$ cat src/rtl/freq_meter_pkg.sv
// Shared constants for the frequency-meter control slice: sequencer states,
// decade table and counter width helper.
package freq_meter_pkg;

  typedef logic [2:0] state_t;

  localparam state_t S_IDLE   = 3'd0;
  localparam state_t S_CLEAR  = 3'd1;
  localparam state_t S_GATE   = 3'd2;
  localparam state_t S_SETTLE = 3'd3;
  localparam state_t S_SAVE   = 3'd4;

  localparam int unsigned DEC [0:3] = '{1, 10, 100, 1000};

  // Bits needed to hold 0..n-1, never less than one.
  function automatic int unsigned cnt_w(input int unsigned n);
    return (n <= 1) ? 1 : $clog2(n);
  endfunction

endpackage

$ cat src/rtl/gate_timer.sv
// Gate length timer: a base counter (0..GATE_BASE-1) feeding a decade counter
// (0..10^range-1); pulses done on the last cycle of the gate.
module gate_timer
  import freq_meter_pkg::*;
#(
  parameter int unsigned GATE_BASE = 1000,
  parameter int unsigned NRANGE    = 4,
  parameter int unsigned RW        = 2
) (
  input  logic          c_clk,
  input  logic          reset,
  input  logic          start,
  input  logic [RW-1:0] range,
  output logic          done
);

  localparam int unsigned BW = cnt_w(GATE_BASE);
  localparam int unsigned DW = cnt_w(DEC[NRANGE-1]);
  localparam logic [BW-1:0] BASE_TC = BW'(GATE_BASE - 1);

  logic          active;
  logic [BW-1:0] base_cnt;
  logic [DW-1:0] dec_cnt;
  logic [DW-1:0] dec_tc;
  logic [1:0]    ridx;

  assign ridx   = 2'(range);
  assign dec_tc = DW'(DEC[ridx] - 1);
  assign done   = active && (base_cnt == BASE_TC) && (dec_cnt == dec_tc);

  always_ff @(posedge c_clk or negedge reset) begin
    if (!reset) begin
      active   <= 1'b0;
      base_cnt <= '0;
      dec_cnt  <= '0;
    end else if (start) begin
      active   <= 1'b1;
      base_cnt <= '0;
      dec_cnt  <= '0;
    end else if (active) begin
      // Terminal count returns both counters to zero so neither ever wraps.
      if (done) begin
        active   <= 1'b0;
        base_cnt <= '0;
        dec_cnt  <= '0;
      end else if (base_cnt == BASE_TC) begin
        base_cnt <= '0;
        dec_cnt  <= dec_cnt + 1'b1;
      end else begin
        base_cnt <= base_cnt + 1'b1;
      end
    end
  end

endmodule

$ cat src/rtl/freq_gate_seq.sv
// Gate/clear/save sequencer for the frequency meter with decade ranging,
// manual or auto-ranged from the counter overflow/under-range flags.
module freq_gate_seq
  import freq_meter_pkg::*;
#(
  parameter int unsigned GATE_BASE     = 1000,
  parameter int unsigned NRANGE        = 4,
  parameter int unsigned RW            = 2,
  parameter int unsigned CLR_CYCLES    = 2,
  parameter int unsigned SETTLE_CYCLES = 1
) (
  input  logic          c_clk,
  input  logic          reset,
  input  logic          run,
  input  logic          single,
  input  logic          auto_rng,
  input  logic [RW-1:0] rng_sel,
  input  logic          ovf,
  input  logic          under,
  output logic          w_enable,
  output logic          clear,
  output logic          save,
  output logic          busy,
  output logic [RW-1:0] rng
);

  localparam int unsigned PW =
    cnt_w((CLR_CYCLES > SETTLE_CYCLES) ? CLR_CYCLES : SETTLE_CYCLES);
  localparam logic [PW-1:0] CLR_TC = PW'(CLR_CYCLES - 1);
  localparam logic [PW-1:0] SET_TC = PW'(SETTLE_CYCLES - 1);
  localparam logic [RW-1:0] R_MAX  = RW'(NRANGE - 1);

  state_t        state, nxt;
  logic [PW-1:0] ph;
  logic [RW-1:0] cur_r, next_r, start_r, upd_r;
  logic          ovf_flag, gate_done, clr_end, set_end, go;

  assign clr_end = (state == S_CLEAR)  && (ph == CLR_TC);
  assign set_end = (state == S_SETTLE) && (ph == SET_TC);
  assign go      = (nxt == S_CLEAR) && (state != S_CLEAR);
  assign start_r = auto_rng ? next_r : ((rng_sel > R_MAX) ? R_MAX : rng_sel);

  gate_timer #(
    .GATE_BASE(GATE_BASE),
    .NRANGE   (NRANGE),
    .RW       (RW)
  ) u_timer (
    .c_clk(c_clk),
    .reset(reset),
    .start(clr_end),
    .range(cur_r),
    .done (gate_done)
  );

  always_comb begin
    nxt = state;
    unique case (state)
      S_IDLE:   if (run || single) nxt = S_CLEAR;
      S_CLEAR:  if (clr_end)       nxt = S_GATE;
      S_GATE:   if (gate_done)     nxt = S_SETTLE;
      S_SETTLE: if (set_end)       nxt = S_SAVE;
      S_SAVE:   nxt = run ? S_CLEAR : S_IDLE;
      default:  nxt = S_IDLE;
    endcase
  end

  // Overflow outranks under-range; both saturate at the range ends.
  always_comb begin
    upd_r = cur_r;
    if (ovf_flag && (cur_r != '0))
      upd_r = cur_r - 1'b1;
    else if (under && (cur_r < R_MAX))
      upd_r = cur_r + 1'b1;
  end

  always_ff @(posedge c_clk or negedge reset) begin
    if (!reset) begin
      state    <= S_IDLE;
      ph       <= '0;
      cur_r    <= '0;
      next_r   <= '0;
      ovf_flag <= 1'b0;
      rng      <= '0;
      w_enable <= 1'b0;
      clear    <= 1'b0;
      save     <= 1'b0;
      busy     <= 1'b0;
    end else begin
      state <= nxt;
      if (nxt != state)
        ph <= '0;
      else if ((state == S_CLEAR) || (state == S_SETTLE))
        ph <= ph + 1'b1;
      if (go)
        cur_r <= start_r;
      if (state == S_CLEAR)
        ovf_flag <= 1'b0;
      else if ((state == S_GATE) && ovf)
        ovf_flag <= 1'b1;
      // Range result and next-range decision are taken on the edge into
      // SAVE, so rng is already valid while save is high.
      if (set_end) begin
        rng <= cur_r;
        if (auto_rng)
          next_r <= upd_r;
      end
      w_enable <= (nxt == S_GATE);
      clear    <= (nxt == S_CLEAR);
      save     <= (nxt == S_SAVE);
      busy     <= (nxt != S_IDLE);
    end
  end

endmodule

$ cat config.mk
export PLATFORM = sky130hd
export DESIGN_NAME = freq_gate_seq
export DESIGN_NICKNAME = d
export VERILOG_FILES = /design/src/rtl/freq_meter_pkg.sv /design/src/rtl/gate_timer.sv /design/src/rtl/freq_gate_seq.sv
export SDC_FILE = /design/constraint.sdc
export NUM_CORES = 1
export LEC_CHECK = 0
export ABC_AREA = 0
export BUFFER_PORTS_ARGS = -buffer_cell sky130_fd_sc_hd__buf_2
export CORE_MARGIN = 1.5
export CORE_UTILIZATION = 55
export CTS_BUF_LIST = sky130_fd_sc_hd__clkbuf_4 sky130_fd_sc_hd__clkbuf_8
export CTS_CLUSTER_DIAMETER = 80
export CTS_CLUSTER_SIZE = 25
export DETAILED_ROUTE_END_ITERATION = 12
export GPL_TIMING_DRIVEN = 0
export PLACE_DENSITY = 0.74
export SYNTH_ARGS = -nofsm -noshare
export SYNTH_HDL_FRONTEND = slang
export SYNTH_HIERARCHICAL = 1
export SYNTH_SLANG_ARGS = --single-unit
$ cat constraint.sdc
create_clock -name c_clk -period 4.55 [get_ports c_clk]
set_input_delay 0.455 -clock c_clk [delete_from_list [all_inputs] [get_ports c_clk]]
set_output_delay 0.455 -clock c_clk [all_outputs]
set_load 0.02 [all_outputs]
# Yosys cells after proc, flatten, opt, wreduce, memory -nomap -nowiden
# Index checks and enable logic that the tools add are counted.
[totals] regBits=36 input_bits=9
[classes] bitwise_logic=2 n_mux=28 eq_ne=11 magnitude_cmp=3 n_reduce_logical=19 add_sub_neg=6
[ops] cell="$mux W10" n=10
[ops] cell="$bmux W32 S2" n=1
[ops] cell="$add A10 B1 Y10 const B" n=2
[ops] cell="$pmux W3 S5" n=1
[ops] cell="$mux W3" n=4
[ops] cell="$eq A10 B10 Y1" n=1
[ops] cell="$eq A10 B10 Y1 const B" n=1
[ops] cell="$sub A10 B1 Y10 const B" n=1
[ops] cell="$eq A3 B2 Y1 const B" n=3
[ops] cell="$logic_and A1 B1 Y1" n=8
[ops] cell="$mux W1" n=8
[ops] cell="$mux W2" n=4
[ops] cell="$reduce_bool A2 Y1" n=4
[ops] cell="$eq A3 B1 Y1 const B" n=2
[ops] cell="$eq A3 B3 Y1 const B" n=2
[ops] cell="$reduce_bool A3 Y1" n=2
[ops] cell="$reduce_and A2 Y1" n=2
[ops] cell="$ge A3 B3 Y1 const B" n=1
[ops] cell="$logic_not A3 Y1" n=1
[ops] cell="$ne A3 B1 Y1 const B" n=1
[ops] cell="$ne A3 B3 Y1" n=1
[ops] cell="$not A2 Y3" n=1
[ops] cell="$add A2 B1 Y2 const B" n=1
[ops] cell="$gt A2 B2 Y1 const B" n=1
[ops] cell="other kinds (5)" n=6

# Longest topological paths before layout
# Gate-level depths: netlist of the first run.
[depth] word_depth=11 mapped_depth=10

# By module
# The synthesis of the first run kept the hierarchy.
[by_module_without_submodules] module="gate_timer" seq_area_each_um2=525.5 instances=1 area_per_inst_um2=1178.6 cells_each=127
[by_module_without_submodules] module="freq_gate_seq" seq_area_each_um2=375.4 instances=1 area_per_inst_um2=780.7 cells_each=77

# Worst setup path before layout of the first run
# No wires, ideal clock.
[synth_path] kind="reg2reg" startpoint="reg cur_r[1]" endpoint="reg ph" setup_ns=0.120 synth_period_minus_slack_ns=2.229 arrival_time_ns=2.108 stages_incl_launch_ff=10 path_buffers=1 slack_ns=2.321 cell_sequence="dfrtp_1 buf_6 or4_4 a21oi_2 nand3_2 nor3_1 mux2i_1 o2111ai_1 o31a_2 nor2_1"
[synth_between] elab_chain_cells=11 word_cells_on_any_way=12 cone_classes="add/sub (1); eq/ne (2); mux (6); bitwise (1); reduce/logical (2)"
[synth_lines] element="start: declaration" line_no="freq_gate_seq.sv:35" rtl="logic [RW-1:0] cur_r, next_r, start_r, upd_r;"
[synth_lines] element="start signal: assignment" line_no="freq_gate_seq.sv:95" rtl="cur_r <= start_r;"
[synth_lines] element="$not A2 Y3 (implied by the code) *" line_no="gate_timer.sv:28" rtl="assign dec_tc = DW'(DEC[ridx] - 1);"
[synth_lines] element="$bmux W32 S2 *" line_no="gate_timer.sv:28"
[synth_lines] element="$mux W10 (implied by the code) * (2 in a row)" line_no="gate_timer.sv:28"
[synth_lines] element="$sub A10 B1 Y10 *" line_no="gate_timer.sv:28"
[synth_lines] element="$eq A10 B10 Y1 *" line_no="gate_timer.sv:29" rtl="assign done = active && (base_cnt == BASE_TC) && (dec_cnt == dec_tc);"
[synth_lines] element="$logic_and A1 B1 Y1 *" line_no="gate_timer.sv:29"
[synth_lines] element="net gate_done" line_no="freq_gate_seq.sv:36" rtl="logic ovf_flag, gate_done, clr_end, set_end, go;"
[synth_lines] element="$mux W3 *" line_no="freq_gate_seq.sv:60" rtl="S_GATE: if (gate_done) nxt = S_SETTLE;"
[synth_lines] element="$pmux W3 S5 *" line_no="freq_gate_seq.sv:57" rtl="unique case (state)"
[synth_lines] element="$ne A3 B3 Y1 *" line_no="freq_gate_seq.sv:90" rtl="if (nxt != state)"
[synth_lines] element="$mux W1 / $reduce_bool A2 Y1 (equally long branches)"
[synth_lines] element="end signal: assignment" line_no="freq_gate_seq.sv:93" rtl="ph <= ph + 1'b1;"
[synth_lines] element="end: declaration" line_no="freq_gate_seq.sv:34" rtl="logic [PW-1:0] ph;"
# The timed path passes the listed nets; every way through them passes the cells marked *. The select of a mux whose other input is x is not followed.
# A chain may end at the register's enable or synchronous reset.

# Worst setup path after layout of the first run
# Same ends and word-level chain as after synthesis.

==> metrics.txt, run 1 <==
# TYPE chip_impl_metric gauge
chip_impl_info{name="status",value="finished, final reports clean"} 1
chip_impl_metric{name="worst_slew_margin_rel",unit="%"} 47.3
chip_impl_info{name="critPathLaunchType",value="flip-flop"} 1
chip_impl_metric{name="initial_core_util",unit="%"} 57.8
chip_impl_metric{name="floorplan.die_area",unit="um2"} 3930
chip_impl_metric{name="cts_max_path_buffers",unit=""} 2
chip_impl_metric{name="drt-initial-drc-count",unit=""} 74
chip_impl_metric{name="remaining_drc_errors",unit=""} 0
chip_impl_metric{name="power.share.switching",unit="%"} 40.5
chip_impl_metric{name="share_of_synthesized_registers_carrying_an_async_set_or_reset",unit="%"} 100
chip_impl_metric{name="power.internal",unit="mW"} 0.687
chip_impl_metric{name="worst_path_largest_cell_delay",unit="ps"} 530
chip_impl_info{name="crit_slowest_cell",value="sky130_fd_sc_hd__or4_4"} 1
chip_impl_metric{name="antenna_found_initial",unit=""} 0
chip_impl_metric{name="critical_path_buf_inv_count",unit=""} 1
chip_impl_metric{name="final_min_period_over_clock_period",unit="%"} 55.0
chip_impl_metric{name="synth_sequential_area_ratio",unit="%"} 46.0
chip_impl_metric{name="clk_pin_slew",unit="ps"} 100
chip_impl_metric{name="vias_per_cell",unit=""} 5.71
chip_impl_metric{name="h-tree-depth",unit=""} 2
chip_impl_metric{name="critPathMaxFanout",unit=""} 9
chip_impl_metric{name="peak_vdd_ir",unit="uV"} 199
chip_impl_metric{name="n_antenna_cell",unit=""} 0
chip_impl_metric{name="finalWirelength",unit="um"} 3790
chip_impl_metric{name="period_needed",unit="ps"} 2500
chip_impl_metric{name="synthToLayoutAreaGrowth",unit="%"} 9.07
chip_impl_metric{name="synth.cell_area",unit="um2"} 1960
chip_impl_metric{name="met2WireLength",unit="um"} 1930
chip_impl_metric{name="core",unit="um2"} 3390
chip_impl_info{name="most_used_flip_flop_cell_after_synthesis",value="sky130_fd_sc_hd__dfrtp_1"} 1
chip_impl_metric{name="ios",unit=""} 15
chip_impl_metric{name="seqPwrFrac",unit="%"} 42.7
chip_impl_metric{name="whs",unit="ps"} 185
chip_impl_metric{name="required",unit="ps"} 4790
chip_impl_metric{name="gp_routability_congestion",unit=""} 0.829
chip_impl_metric{name="cts_hold_repair.buffers",unit=""} 0
chip_impl_info{name="timing_worst_setup_path_type",value="flip-flop to flip-flop"} 1
chip_impl_metric{name="grt-ovfl-total",unit=""} 0
chip_impl_info{name="worst_path_dominant_cell_family",value="simple AND/OR/NAND/NOR gates"} 1
chip_impl_metric{name="route.layer.met1.wl",unit="um"} 1650
chip_impl_info{name="timing.critical_path.to_type",value="flip-flop"} 1
chip_impl_metric{name="ys_types",unit=""} 46
chip_impl_metric{name="cts_post_setup_buffers_inserted",unit=""} 0
chip_impl_metric{name="drt.antenna.violating_nets",unit=""} 0
chip_impl_info{name="clock_tree_from_tritoncts",value="yes"} 1
chip_impl_metric{name="gr-usage-all-layers",unit="%"} 21.6
chip_impl_info{name="routed.top_layer",value="met4"} 1
chip_impl_metric{name="fp-row-count",unit=""} 21
chip_impl_metric{name="dieWidth",unit="um"} 62.7
chip_impl_metric{name="power_density",unit="nW/um2"} 541
chip_impl_metric{name="drive_above_1_share",unit="%"} 18.2
chip_impl_info{name="timing.critical_path.cells",value="buf_6 > or4_4 > a21oi_2 > nand3_2 > nor3_1 > mux2i_1 > o2111ai_1 > o31a_2 > nor2_1"} 1
chip_impl_metric{name="cts-buffers-inserted",unit=""} 5
chip_impl_metric{name="port-buffer-count",unit=""} 14
chip_impl_metric{name="grt_start_max_net_pins",unit=""} 37
chip_impl_metric{name="power.net_switching",unit="mW"} 0.468
chip_impl_metric{name="postSynthCellCount",unit=""} 204
chip_impl_metric{name="max_clock_freq",unit="MHz"} 400
chip_impl_metric{name="cts-resized-gates",unit=""} 0
chip_impl_info{name="rsz0062_at_grt",value="no"} 1
chip_impl_metric{name="syn_nets",unit=""} 217
chip_impl_info{name="cts_root_buffer",value="sky130_fd_sc_hd__clkbuf_4"} 1
chip_impl_metric{name="ys_seq_elements",unit=""} 36
chip_impl_metric{name="synthesis.yosys.warnings",unit=""} 6
chip_impl_metric{name="clock_power_share",unit="%"} 14.0
chip_impl_metric{name="worst-slew-pin-transition",unit="ps"} 790
chip_impl_metric{name="fill_cells",unit=""} 268
chip_impl_metric{name="clkLatencyLatePin",unit="ps"} 340
chip_impl_metric{name="timing.final.max_slew_violations",unit=""} 0
chip_impl_metric{name="grt_first_pass_wirelength",unit="um"} 6640
chip_impl_metric{name="leakage_power",unit="nW"} 0.978
chip_impl_info{name="layout_commonest_cell",value="sky130_fd_sc_hd__dfrtp_1"} 1
chip_impl_info{name="holdCritPathClass",value="primary input to asynchronous set/reset pin"} 1
chip_impl_metric{name="met3_wirelength",unit="um"} 112
chip_impl_metric{name="numClockSinks",unit=""} 36
chip_impl_metric{name="place_hpwl",unit="um"} 2710
chip_impl_metric{name="synth_edf_count",unit=""} 0
chip_impl_metric{name="totalNegativeSetupSlack",unit="ps"} 0
chip_impl_metric{name="avgSynthCellArea",unit="um2"} 9.60
chip_impl_metric{name="die_h",unit="um"} 62.7
chip_impl_metric{name="maximum_capacitance_violations",unit=""} 0
chip_impl_info{name="commonest_cells_after_routing_fill_and_taps_aside",value="36 x sky130_fd_sc_hd__dfrtp_1, 29 x sky130_fd_sc_hd__nor2_1, 18 x sky130_fd_sc_hd__o21ai_0"} 1
chip_impl_metric{name="setup_viol",unit=""} 0
chip_impl_metric{name="grt_pass1_vias",unit=""} 1569
chip_impl_metric{name="worst_ep_arrival_time",unit="ps"} 2740
chip_impl_metric{name="final-hold-violation-count",unit=""} 0
chip_impl_metric{name="setup_slack_of_the_worst_register_to_register_path",unit="ps"} 2050
chip_impl_metric{name="drt_first_pass_iters",unit=""} 4
chip_impl_metric{name="vias",unit=""} 1547
chip_impl_metric{name="pwr-share-comb",unit="%"} 43.3
chip_impl_metric{name="clock_skew",unit="ps"} 8.88
chip_impl_metric{name="nets",unit=""} 238
chip_impl_metric{name="avgRoutedWirePerCell",unit="um"} 14.0
sequential cells by signal, indices dropped and copies added, names as in the netlist:
register          count
u_timer/base_cnt     10
u_timer/dec_cnt      10
state                 3
cur_r                 2
next_r                2
rng                   2
busy                  1
clear                 1
ovf_flag              1
ph                    1
save                  1
u_timer/active        1
w_enable              1
cells in the mapped netlist (all sizes together) (4+ instances only):
master / number / share of area (%)
a21oi: 5 / 1.5
buf: 7 / 2.7
dfrtp: 36 / 46
ha: 4 / 2.6
inv: 11 / 2.1
mux2i: 5 / 2.6
nand2: 17 / 3.6
nand3: 7 / 2.0
nand4: 7 / 2.2
nor2: 29 / 5.6
nor2b: 4 / 1.3
nor3: 6 / 1.5
o21ai: 20 / 5.1
xnor2: 4 / 1.8
xor2: 12 / 5.4
through the flow:
stage / util [%] / area [um2] / total power [mW] / instances / setup slack, ps
finish: 63.0 / 2140 / 1.16 / 271 / 2050
global route: 63.0 / 2140 / 1.25 / 271 / 1840
CTS: 63.0 / 2140 / 1.16 / 271 / 2050
detailed placement: 61.6 / 2090 / 0.998 / 264 / 2080
global placement: 61.6 / 2090 / 0.961 / 264 / 2070
floorplan: - / 1960 / 0.867 / 204 / 2320
worst register-to-register path, stage by stage (launching register included):
cell and delay [ps]:
sky130_fd_sc_hd__dfrtp_1 460, sky130_fd_sc_hd__buf_6 170, sky130_fd_sc_hd__or4_4 530, sky130_fd_sc_hd__a21oi_2 160, sky130_fd_sc_hd__nand3_2 120, sky130_fd_sc_hd__nor3_1 440, sky130_fd_sc_hd__mux2i_1 180, sky130_fd_sc_hd__o2111ai_1 140
sky130_fd_sc_hd__o31a_2 170, sky130_fd_sc_hd__nor2_1 30
final cells by class:
cell class / count / area, um2 / share of cell area, %
sequential: 36 / 901 / 42.2
buffer: 7 / 52.6 / 2.46
timing repair buffer: 14 / 70.1 / 3.28
clock buffer: 6 / 45.0 / 2.11
tap: 46 / 57.6 / 2.69
multi-input combinational: 150 / 965 / 45.1
inverter: 11 / 41.3 / 1.93
clock inverter: 1 / 5.00 / 0.234
per-layer routing:
| layer | global-route usage [%] | vias to the layer above |
|---|---|---|
| met5 | 0 | - |
| met3 | 5.59 | 10 |
| met4 | 11.4 | 0 |
| met2 | 38.3 | 30 |
| met1 | 23.6 | 755 |
| li1 | - | 752 |
logic make-up (layout without fill, tap and decap cells):
group,after synthesis,in the layout,synth area share (%)
AO/OA/AOI/OAI,39,39,13.5
XOR/XNOR,16,16,7.15
adder cells (fa/ha/maj),4,4,2.55
buffers and inverters,18,39,4.79
flip-flops,36,36,46.0
multiplexers,7,7,3.70
AND/OR/NAND/NOR,84,84,22.3
power by group through the flow:
stage	Sequential [mW]	Clock (mW)	Combinational, mW
global placement	0.491	0	0.470
finish	0.493	0.162	0.500
global route	0.506	0.181	0.561
CTS	0.492	0.168	0.502
floorplan	0.506	0	0.361
detailed placement	0.499	0	0.499
path summary, 6_finish.rpt:
| path | end | startpoint | depth (start not counted) |
|---|---|---|---|
| worst max-delay path | ph$_DFFE_PN0P_ | cur_r[1]$_DFFE_PN0P_ | 9 |
| worst min-delay path | save$_DFF_PN0_ | reset | 1 |
| worst max register to register | ph$_DFFE_PN0P_ | cur_r[1]$_DFFE_PN0P_ | 9 |
| worst min register to register | next_r[0]$_DFFE_PN0P_ | next_r[0]$_DFFE_PN0P_ | 2 |
| max in group asynchronous | u_timer/dec_cnt[3]$_DFFE_PN0P_ | reset | 1 |
| min in group c_clk | busy$_DFF_PN0_ | run | 3 |
No activity file was read; power rests on OpenSTA's default activity.
==> run 2, diff against run 1 <==
--- a/config.mk
+++ b/config.mk
@@ -5,7 +5,7 @@
 export SDC_FILE = /design/constraint.sdc
 export NUM_CORES = 1
 export LEC_CHECK = 0
-export ABC_AREA = 0
+export ABC_AREA = 1
 export BUFFER_PORTS_ARGS = -buffer_cell sky130_fd_sc_hd__buf_2
 export CORE_MARGIN = 1.5
 export CORE_UTILIZATION = 55
@@ -14,7 +14,7 @@
 export CTS_CLUSTER_SIZE = 25
 export DETAILED_ROUTE_END_ITERATION = 12
 export GPL_TIMING_DRIVEN = 0
-export PLACE_DENSITY = 0.74
+export PLACE_DENSITY = 0.77
 export SYNTH_ARGS = -nofsm -noshare
 export SYNTH_HDL_FRONTEND = slang
 export SYNTH_HIERARCHICAL = 1
==> constraint.sdc (replaced) <==
create_clock -name c_clk -period 2.3 [get_ports c_clk]
set_input_delay 0.23 -clock c_clk [delete_from_list [all_inputs] [get_ports c_clk]]
set_output_delay 0.23 -clock c_clk [all_outputs]
set_load 0.02 [all_outputs]
==> run 2 against run 1 <==
Combinational power decreased by 95%. Clock skew down 4.2 ps. Sequential power grew 29%. Wire length up 8.8%. Count of clock-buffer cells in the layout fell by 1. Critical path type unchanged. Largest cell class unchanged.
==> metrics.txt, run 2 <==
# TYPE chip_impl_metric gauge
chip_impl_metric{name="post_layout_nonfiller_instances",unit=""} 346
chip_impl_metric{name="synthXorXnorAreaFrac",unit="%"} 1.64
chip_impl_metric{name="grt_first_pass_wirelength",unit="um"} 7740
chip_impl_metric{name="floorplan.die_area",unit="um2"} 4280
chip_impl_metric{name="gp_routability_congestion",unit=""} 0.918
chip_impl_metric{name="grt_pass1_vias",unit=""} 1806
chip_impl_metric{name="power.net_switching",unit="mW"} 0.255
chip_impl_metric{name="setup_viol",unit=""} 0
chip_impl_metric{name="worst-slew-pin-transition",unit="ps"} 776
chip_impl_metric{name="place_hpwl",unit="um"} 2970
chip_impl_metric{name="fp-row-count",unit=""} 22
chip_impl_metric{name="ys_types",unit=""} 27
chip_impl_metric{name="grt-ovfl-total",unit=""} 0
chip_impl_metric{name="numClockSinks",unit=""} 36
chip_impl_metric{name="final-hold-violation-count",unit=""} 0
chip_impl_metric{name="vias_per_cell",unit=""} 5.08
chip_impl_info{name="clock_tree_from_tritoncts",value="yes"} 1
chip_impl_metric{name="n_antenna_cell",unit=""} 0
chip_impl_metric{name="synthesis.yosys.warnings",unit=""} 6
chip_impl_metric{name="seqPwrFrac",unit="%"} 52.1
chip_impl_metric{name="power.internal",unit="mW"} 0.963
chip_impl_info{name="synth.top_cells.by_area",value="sky130_fd_sc_hd__dfrtp_1 42%, sky130_fd_sc_hd__nand2_1 12%, sky130_fd_sc_hd__nor2_1 5.8%"} 1
chip_impl_info{name="synth_top_family_by_area",value="simple AND/OR/NAND/NOR gates"} 1
chip_impl_info{name="commonest_cells_after_routing_fill_and_taps_aside",value="67 x sky130_fd_sc_hd__nand2_1, 36 x sky130_fd_sc_hd__dfrtp_1, 33 x sky130_fd_sc_hd__nor2_1"} 1
chip_impl_info{name="timing.critical_path.to_type",value="flip-flop"} 1
chip_impl_metric{name="critPathMaxFanout",unit=""} 10
chip_impl_metric{name="finalWirelength",unit="um"} 4130
chip_impl_metric{name="post_dp_cell_area",unit="um2"} 2270
chip_impl_metric{name="drive_above_1_share",unit="%"} 22.1
chip_impl_metric{name="power_density",unit="nW/um2"} 511
chip_impl_info{name="most_used_flip_flop_cell_after_synthesis",value="sky130_fd_sc_hd__dfrtp_1"} 1
chip_impl_metric{name="leakage_power",unit="nW"} 1.20
chip_impl_info{name="holdCritPathClass",value="primary input to asynchronous set/reset pin"} 1
chip_impl_metric{name="cts-buffers-inserted",unit=""} 5
chip_impl_metric{name="ys_seq_elements",unit=""} 36
chip_impl_info{name="critPathLaunchType",value="flip-flop"} 1
chip_impl_metric{name="synth.cell_area",unit="um2"} 2140
chip_impl_info{name="status",value="finished, final reports clean"} 1
chip_impl_metric{name="period_needed",unit="ps"} 2000
chip_impl_metric{name="initial_core_util",unit="%"} 58.1
chip_impl_metric{name="nets",unit=""} 310
chip_impl_metric{name="detailedPlace.worstSlack",unit="ps"} 324
chip_impl_metric{name="synth-compound-area-share",unit="%"} 7.89
chip_impl_metric{name="clk_pin_slew",unit="ps"} 70
chip_impl_metric{name="final_min_period_over_clock_period",unit="%"} 87.2
chip_impl_metric{name="gr-usage-all-layers",unit="%"} 23.2
chip_impl_metric{name="syn_nets",unit=""} 289
chip_impl_metric{name="synth_sequential_area_ratio",unit="%"} 42.1
chip_impl_metric{name="h-tree-depth",unit=""} 2
chip_impl_metric{name="placed_cells_incl_taps",unit=""} 338
chip_impl_metric{name="pwr-share-comb",unit="%"} 2.2
chip_impl_metric{name="cts-resized-gates",unit=""} 0
chip_impl_metric{name="avgRoutedWirePerCell",unit="um"} 11.9
chip_impl_metric{name="totalNegativeSetupSlack",unit="ps"} 0
chip_impl_info{name="post-synth-top-count-cell",value="sky130_fd_sc_hd__nand2_1"} 1
chip_impl_info{name="cts_root_buffer",value="sky130_fd_sc_hd__clkbuf_8"} 1
chip_impl_metric{name="share_of_synthesized_registers_carrying_an_async_set_or_reset",unit="%"} 100
chip_impl_metric{name="clkLatencyLatePin",unit="ps"} 290
chip_impl_metric{name="final_critical_path_setup_slack",unit="ps"} 295
chip_impl_metric{name="drt-initial-drc-count",unit=""} 112
chip_impl_metric{name="worst_slew_margin_rel",unit="%"} 48.3
chip_impl_metric{name="required",unit="ps"} 2480
chip_impl_metric{name="remaining_drc_errors",unit=""} 0
chip_impl_metric{name="post_synth_fa_ha_maj_area_fraction",unit="%"} 2.34
chip_impl_metric{name="power.share.switching",unit="%"} 20.9
chip_impl_metric{name="maximum_capacitance_violations",unit=""} 0
chip_impl_metric{name="peak_vdd_ir",unit="uV"} 455
chip_impl_metric{name="postSynthCellCount",unit=""} 276
chip_impl_metric{name="synth_edf_count",unit=""} 0
chip_impl_metric{name="drt_first_pass_iters",unit=""} 5
chip_impl_metric{name="dieWidth",unit="um"} 65.4
chip_impl_metric{name="max_clock_freq",unit="MHz"} 499
chip_impl_metric{name="die_h",unit="um"} 65.4
chip_impl_metric{name="core",unit="um2"} 3690
chip_impl_metric{name="synthToLayoutAreaGrowth",unit="%"} 11.3
chip_impl_info{name="yosysTopAreaCell",value="sky130_fd_sc_hd__dfrtp_1"} 1
chip_impl_metric{name="synth.mux.area_fraction",unit="%"} 0
chip_impl_info{name="rsz0062_at_grt",value="no"} 1
chip_impl_metric{name="timing.final.max_slew_violations",unit=""} 0
chip_impl_metric{name="cts_hold_repair.buffers",unit=""} 0
chip_impl_metric{name="grt_start_max_net_pins",unit=""} 37
chip_impl_metric{name="power.total",unit="mW"} 1.22
chip_impl_metric{name="vias",unit=""} 1758
chip_impl_info{name="timing_worst_setup_path_type",value="flip-flop to flip-flop"} 1
chip_impl_metric{name="port-buffer-count",unit=""} 14
chip_impl_metric{name="finalInstanceArea",unit="um2"} 2380
chip_impl_metric{name="synth-simple-area-share",unit="%"} 37.1
chip_impl_metric{name="synth_top_area_share",unit="%"} 42.1
chip_impl_metric{name="cts_max_path_buffers",unit=""} 2
chip_impl_metric{name="clock_power_share",unit="%"} 45.6
chip_impl_metric{name="drt.antenna.violating_nets",unit=""} 0
chip_impl_metric{name="clock_skew",unit="ps"} 4.66
chip_impl_info{name="top_regs",value="u_timer/base_cnt x10, u_timer/dec_cnt x10, state x3"} 1
chip_impl_metric{name="avgSynthCellArea",unit="um2"} 7.76
chip_impl_metric{name="cts_post_setup_buffers_inserted",unit=""} 0
chip_impl_info{name="post_synth_most_frequent_cells",value="67 x sky130_fd_sc_hd__nand2_1, 36 x sky130_fd_sc_hd__dfrtp_1, 33 x sky130_fd_sc_hd__nor2_1, 32 x sky130_fd_sc_hd__inv_1, 18 x sky130_fd_sc_hd__nand3_1"} 1
chip_impl_metric{name="ios",unit=""} 15
chip_impl_info{name="layout_commonest_cell",value="sky130_fd_sc_hd__nand2_1"} 1
chip_impl_metric{name="worst_ep_arrival_time",unit="ps"} 2180
chip_impl_metric{name="antenna_found_initial",unit=""} 0
==> run 2: cell types whose count changed in the layout (fill, tap and decap cells not counted), moves of 6 or more <==
cell / delta
sky130_fd_sc_hd__o21ai_1: +6
sky130_fd_sc_hd__nor2_2: +9
sky130_fd_sc_hd__nand2_2: +6
sky130_fd_sc_hd__inv_1: +21
sky130_fd_sc_hd__o21ai_0: -15
sky130_fd_sc_hd__clkbuf_4: -6
sky130_fd_sc_hd__nand3_1: +12
sky130_fd_sc_hd__xor2_1: -8
sky130_fd_sc_hd__nand2_1: +51
sky130_fd_sc_hd__inv_2: +10
==> run 2: layer usage <==
layer | GRT usage [%] | routed length [um]
met2 | 39.4 | 2060
met5 | 0 | 0
met4 | 7.81 | 27
met3 | 4.45 | 123
met1 | 29.7 | 1910
==> run 2: worst paths after layout <==
path,from,end,slack (ps),cells past startpoint
setup reg to reg,state[0]$_DFF_PN0_,u_timer/dec_cnt[3]$_DFFE_PN0P_,300,10
max in group asynchronous,reset,u_timer/base_cnt[9]$_DFFE_PN0P_,1790,1
min in group c_clk,ovf,ovf_flag$_DFFE_PN0P_,150,2
hold / removal,reset,u_timer/base_cnt[5]$_DFFE_PN0P_,20,1
setup / recovery,state[0]$_DFF_PN0_,u_timer/dec_cnt[3]$_DFFE_PN0P_,300,10
hold reg to reg,u_timer/base_cnt[9]$_DFFE_PN0P_,u_timer/base_cnt[9]$_DFFE_PN0P_,460,1
==> run 2: through the flow <==
step                      util [%]  hold slack [ps]
after floorplan                  -            -65.6
after global placement        61.6              355
after detailed placement      61.6              357
after CTS                     64.6             36.1
after global routing          64.6             85.8
final                         64.6             16.2
==> run 2: kinds of logic (layout without fill, tap and decap cells) <==
group / after synthesis / after routing
buffers and inverters: 45 / 67
AO/OA/AOI/OAI: 26 / 26
flip-flops: 36 / 36
XOR/XNOR: 4 / 4
AND/OR/NAND/NOR: 161 / 161
adder cells (fa/ha/maj): 4 / 4
==> run 2: critical path, stage by stage, from the launching register on <==
cell,delay (ps)
sky130_fd_sc_hd__dfrtp_1,430
sky130_fd_sc_hd__inv_2,90
sky130_fd_sc_hd__nor2_4,130
sky130_fd_sc_hd__nand2_1,120
sky130_fd_sc_hd__nor2_1,350
sky130_fd_sc_hd__inv_1,210
sky130_fd_sc_hd__nand2_4,160
sky130_fd_sc_hd__nand2_4,60
sky130_fd_sc_hd__buf_6,140
sky130_fd_sc_hd__o21ai_1,140
sky130_fd_sc_hd__nor2_1,50
==> run 2: area by class of cell <==
class,instances,area (um2)
Fill cell,341,1310
Multi-Input combinational cell,195,1050
Clock inverter,3,42.5
Buffer,3,33.8
Sequential cell,36,901
Timing Repair Buffer,14,70.1
Inverter,42,158
Tap cell,48,60.1
Clock buffer,5,68.8
==> run 2: power by group through the flow <==
| stage | combinational [mW] | clock, mW | sequential, mW |
|---|---|---|---|
| CTS | 0.0284 | 0.575 | 0.635 |
| finish | 0.0271 | 0.556 | 0.635 |
| detailed placement | 0.0283 | 0 | 0.647 |
| global route | 0.0330 | 0.596 | 0.635 |
| floorplan | 0.00770 | 0 | 0.647 |
| global placement | 0.0279 | 0 | 0.647 |
==> run 3, diff against run 2 <==
--- a/config.mk
+++ b/config.mk
@@ -5,7 +5,6 @@
 export SDC_FILE = /design/constraint.sdc
 export NUM_CORES = 1
 export LEC_CHECK = 0
-export ABC_AREA = 1
 export BUFFER_PORTS_ARGS = -buffer_cell sky130_fd_sc_hd__buf_2
 export CORE_MARGIN = 1.5
 export CORE_UTILIZATION = 55
==> run 3 against run 2 <==
Sequential share of layout area up 2.0 points. Critical path type unchanged. Worst hold slack improved by 170 ps. Highest routed layer unchanged. Largest power group is now combinational logic. Global-route usage shrank 2.9 points. Power is 120% higher. Via count shrank 15%. Sequential power grew 52%. Wire length is 14% lower.
==> metrics.txt, run 3 (synthesized netlist as in run 1, its figures left out) <==
# TYPE chip_impl_metric gauge
chip_impl_info{name="status",value="finished, final reports clean"} 1
chip_impl_metric{name="drt-initial-drc-count",unit=""} 109
chip_impl_metric{name="n_antenna_cell",unit=""} 0
chip_impl_metric{name="leakage_power",unit="nW"} 1.04
chip_impl_metric{name="dieWidth",unit="um"} 62.7
chip_impl_info{name="commonest_cells_after_routing_fill_and_taps_aside",value="35 x sky130_fd_sc_hd__dfrtp_1, 28 x sky130_fd_sc_hd__nor2_1, 17 x sky130_fd_sc_hd__buf_2, 17 x sky130_fd_sc_hd__o21ai_0, 16 x sky130_fd_sc_hd__nand2_1"} 1
chip_impl_metric{name="nets",unit=""} 243
chip_impl_metric{name="gr-usage-all-layers",unit="%"} 20.2
chip_impl_info{name="startpoint_of_the_most_critical_register_to_register_path",value="cur_r[1]$_DFFE_PN0P_"} 1
chip_impl_metric{name="h-tree-depth",unit=""} 2
chip_impl_info{name="layout_commonest_cell",value="sky130_fd_sc_hd__dfrtp_1"} 1
chip_impl_metric{name="final-hold-violation-count",unit=""} 0
chip_impl_metric{name="drt_first_pass_iters",unit=""} 4
chip_impl_metric{name="port-buffer-count",unit=""} 14
chip_impl_metric{name="fp-row-count",unit=""} 21
chip_impl_info{name="timing_worst_setup_path_type",value="flip-flop to flip-flop"} 1
chip_impl_metric{name="grt_first_pass_wirelength",unit="um"} 6330
chip_impl_metric{name="final_core_utilization",unit="%"} 67.0
chip_impl_metric{name="placed_cells_incl_taps",unit=""} 264
chip_impl_metric{name="grt_pass1_vias",unit=""} 1466
chip_impl_metric{name="grt-ovfl-total",unit=""} 0
chip_impl_info{name="clock_tree_from_tritoncts",value="yes"} 1
chip_impl_metric{name="setup_viol",unit=""} 0
chip_impl_metric{name="required",unit="ps"} 2550
chip_impl_metric{name="floorplan.die_area",unit="um2"} 3930
chip_impl_metric{name="post_layout_nonfiller_instances",unit=""} 277
chip_impl_metric{name="timing.final.max_slew_violations",unit=""} 0
chip_impl_metric{name="max_clock_freq",unit="MHz"} 456
chip_impl_metric{name="power_density",unit="nW/um2"} 1160
chip_impl_metric{name="drt.antenna.violating_nets",unit=""} 0
chip_impl_metric{name="cts_max_path_buffers",unit=""} 2
chip_impl_metric{name="die_h",unit="um"} 62.7
chip_impl_metric{name="critPathMaxFanout",unit=""} 9
chip_impl_metric{name="avgRoutedWirePerCell",unit="um"} 12.8
chip_impl_metric{name="place_hpwl",unit="um"} 2400
chip_impl_metric{name="initial_core_util",unit="%"} 57.8
chip_impl_info{name="top_regs",value="u_timer/base_cnt x10, u_timer/dec_cnt x10, state x3"} 1
chip_impl_metric{name="finalWirelength",unit="um"} 3540
chip_impl_info{name="min_from",value="run"} 1
chip_impl_metric{name="finalInstanceArea",unit="um2"} 2270
chip_impl_info{name="critPathLaunchType",value="flip-flop"} 1
chip_impl_metric{name="antenna_found_initial",unit=""} 0
chip_impl_metric{name="clkLatencyLatePin",unit="ps"} 350
chip_impl_metric{name="core",unit="um2"} 3390
chip_impl_metric{name="remaining_drc_errors",unit=""} 0
chip_impl_metric{name="worst_ep_arrival_time",unit="ps"} 2440
chip_impl_metric{name="peak_vdd_ir",unit="uV"} 622
chip_impl_metric{name="numClockSinks",unit=""} 36
chip_impl_metric{name="cts-buffers-inserted",unit=""} 5
chip_impl_metric{name="drive_above_1_share",unit="%"} 21.2
chip_impl_metric{name="worst-slew-pin-transition",unit="ps"} 786
chip_impl_metric{name="final_min_period_over_clock_period",unit="%"} 95.3
chip_impl_info{name="holdCritPathClass",value="primary input to flip-flop"} 1
chip_impl_metric{name="post_dp_cell_area",unit="um2"} 2090
chip_impl_metric{name="vias_per_cell",unit=""} 5.43
chip_impl_metric{name="ios",unit=""} 15
chip_impl_metric{name="worst_slew_margin_rel",unit="%"} 47.6
chip_impl_info{name="timing.critical_path.from",value="cur_r[1]$_DFFE_PN0P_"} 1
chip_impl_metric{name="clock_skew",unit="ps"} 10.7
chip_impl_metric{name="maximum_capacitance_violations",unit=""} 0
chip_impl_metric{name="period_needed",unit="ps"} 2190
chip_impl_info{name="timing.critical_path.to_type",value="flip-flop"} 1
chip_impl_metric{name="grt_start_max_net_pins",unit=""} 37
chip_impl_metric{name="gp_routability_congestion",unit=""} 0.768
chip_impl_info{name="cts_root_buffer",value="sky130_fd_sc_hd__clkbuf_4"} 1
chip_impl_metric{name="synthToLayoutAreaGrowth",unit="%"} 15.8
chip_impl_metric{name="vias",unit=""} 1503
chip_impl_metric{name="clk_pin_slew",unit="ps"} 120
## run 3: cell types whose count changed in the layout (fill, tap and decap cells not counted), sizes merged, moves of 3 or more
cell | before | now
a21oi | 8 | 5
buf | 17 | 25
inv | 42 | 11
mux2i | 0 | 5
nand2 | 76 | 17
nand3 | 24 | 7
nor2 | 45 | 29
nor2b | 0 | 4
o21ai | 11 | 20
xnor2 | 0 | 4
xor2 | 4 | 12
## run 3: timing repair
| action | 4_1_cts | 5_1_grt |
|---|---|---|
| pin swaps | 1 | 1 |
| endpoints found under the setup margin | 2 | 6 |
| buffers inserted | 0 | 4 |
| resized for setup | 2 | 3 |
| hold endpoints to repair | 36 | 0 |
| hold buffers | 1 | 0 |
## run 3: path summary, 6_finish.rpt
path | end | slack, ps | cells past startpoint
setup / recovery | ph$_DFFE_PN0P_ | 110 | 9
hold / removal | state[0]$_DFF_PN0_ | 190 | 3
setup reg to reg | ph$_DFFE_PN0P_ | 110 | 9
hold reg to reg | rng[0]$_DFFE_PN0P_ | 510 | 1
max in group asynchronous | cur_r[1]$_DFFE_PN0P_ | 1260 | 2
min in group asynchronous | w_enable$_DFF_PN0_ | 490 | 2
## run 3: metal layers
layer | vias up | GRT usage (%) | routed length [um]
met5 | - | 0 | 0
met1 | 717 | 25.6 | 1650
met3 | 4 | 6.67 | 125
met2 | 23 | 33.1 | 1730
li1 | 759 | - | -
met4 | 0 | 6.11 | 35
## run 3: final cells by class
class,instances,area [um2]
Buffer,7,52.6
Tap cell,46,57.6
Multi-Input combinational cell,150,978
Fill cell,265,1120
Clock inverter,3,90.1
Timing Repair Buffer,19,110
Clock buffer,5,37.5
Sequential cell,36,902
Inverter,11,41.3
## run 3: power by group
group	internal, mW	switching [mW]
clock	0.448	0.217
sequential	0.815	0.152
combinational	0.439	0.571
total	1.70	0.939
## run 3: metrics by stage
stage               setup TNS [ps]  hold WS, ps  power (mW)  setup WS (ps)
finish                           0          185        2.64            109
global route                 -20.9          179        2.86          -20.9
CTS                              0          169        2.64           30.0
detailed placement            -443          360        1.95           -252
global placement              -350          358        1.92           -195
floorplan                        0        -65.6        1.72           71.3
## run 3: critical path, cell delays in order, from the launching register on
cell and delay [ps]:
sky130_fd_sc_hd__dfrtp_2 440, sky130_fd_sc_hd__buf_6 140, sky130_fd_sc_hd__or4_4 520, sky130_fd_sc_hd__a21oi_2 160
sky130_fd_sc_hd__nand3_2 140, sky130_fd_sc_hd__nor3_4 240, sky130_fd_sc_hd__mux2i_1 120, sky130_fd_sc_hd__o2111ai_1 130
sky130_fd_sc_hd__o31a_2 170, sky130_fd_sc_hd__nor2_1 30
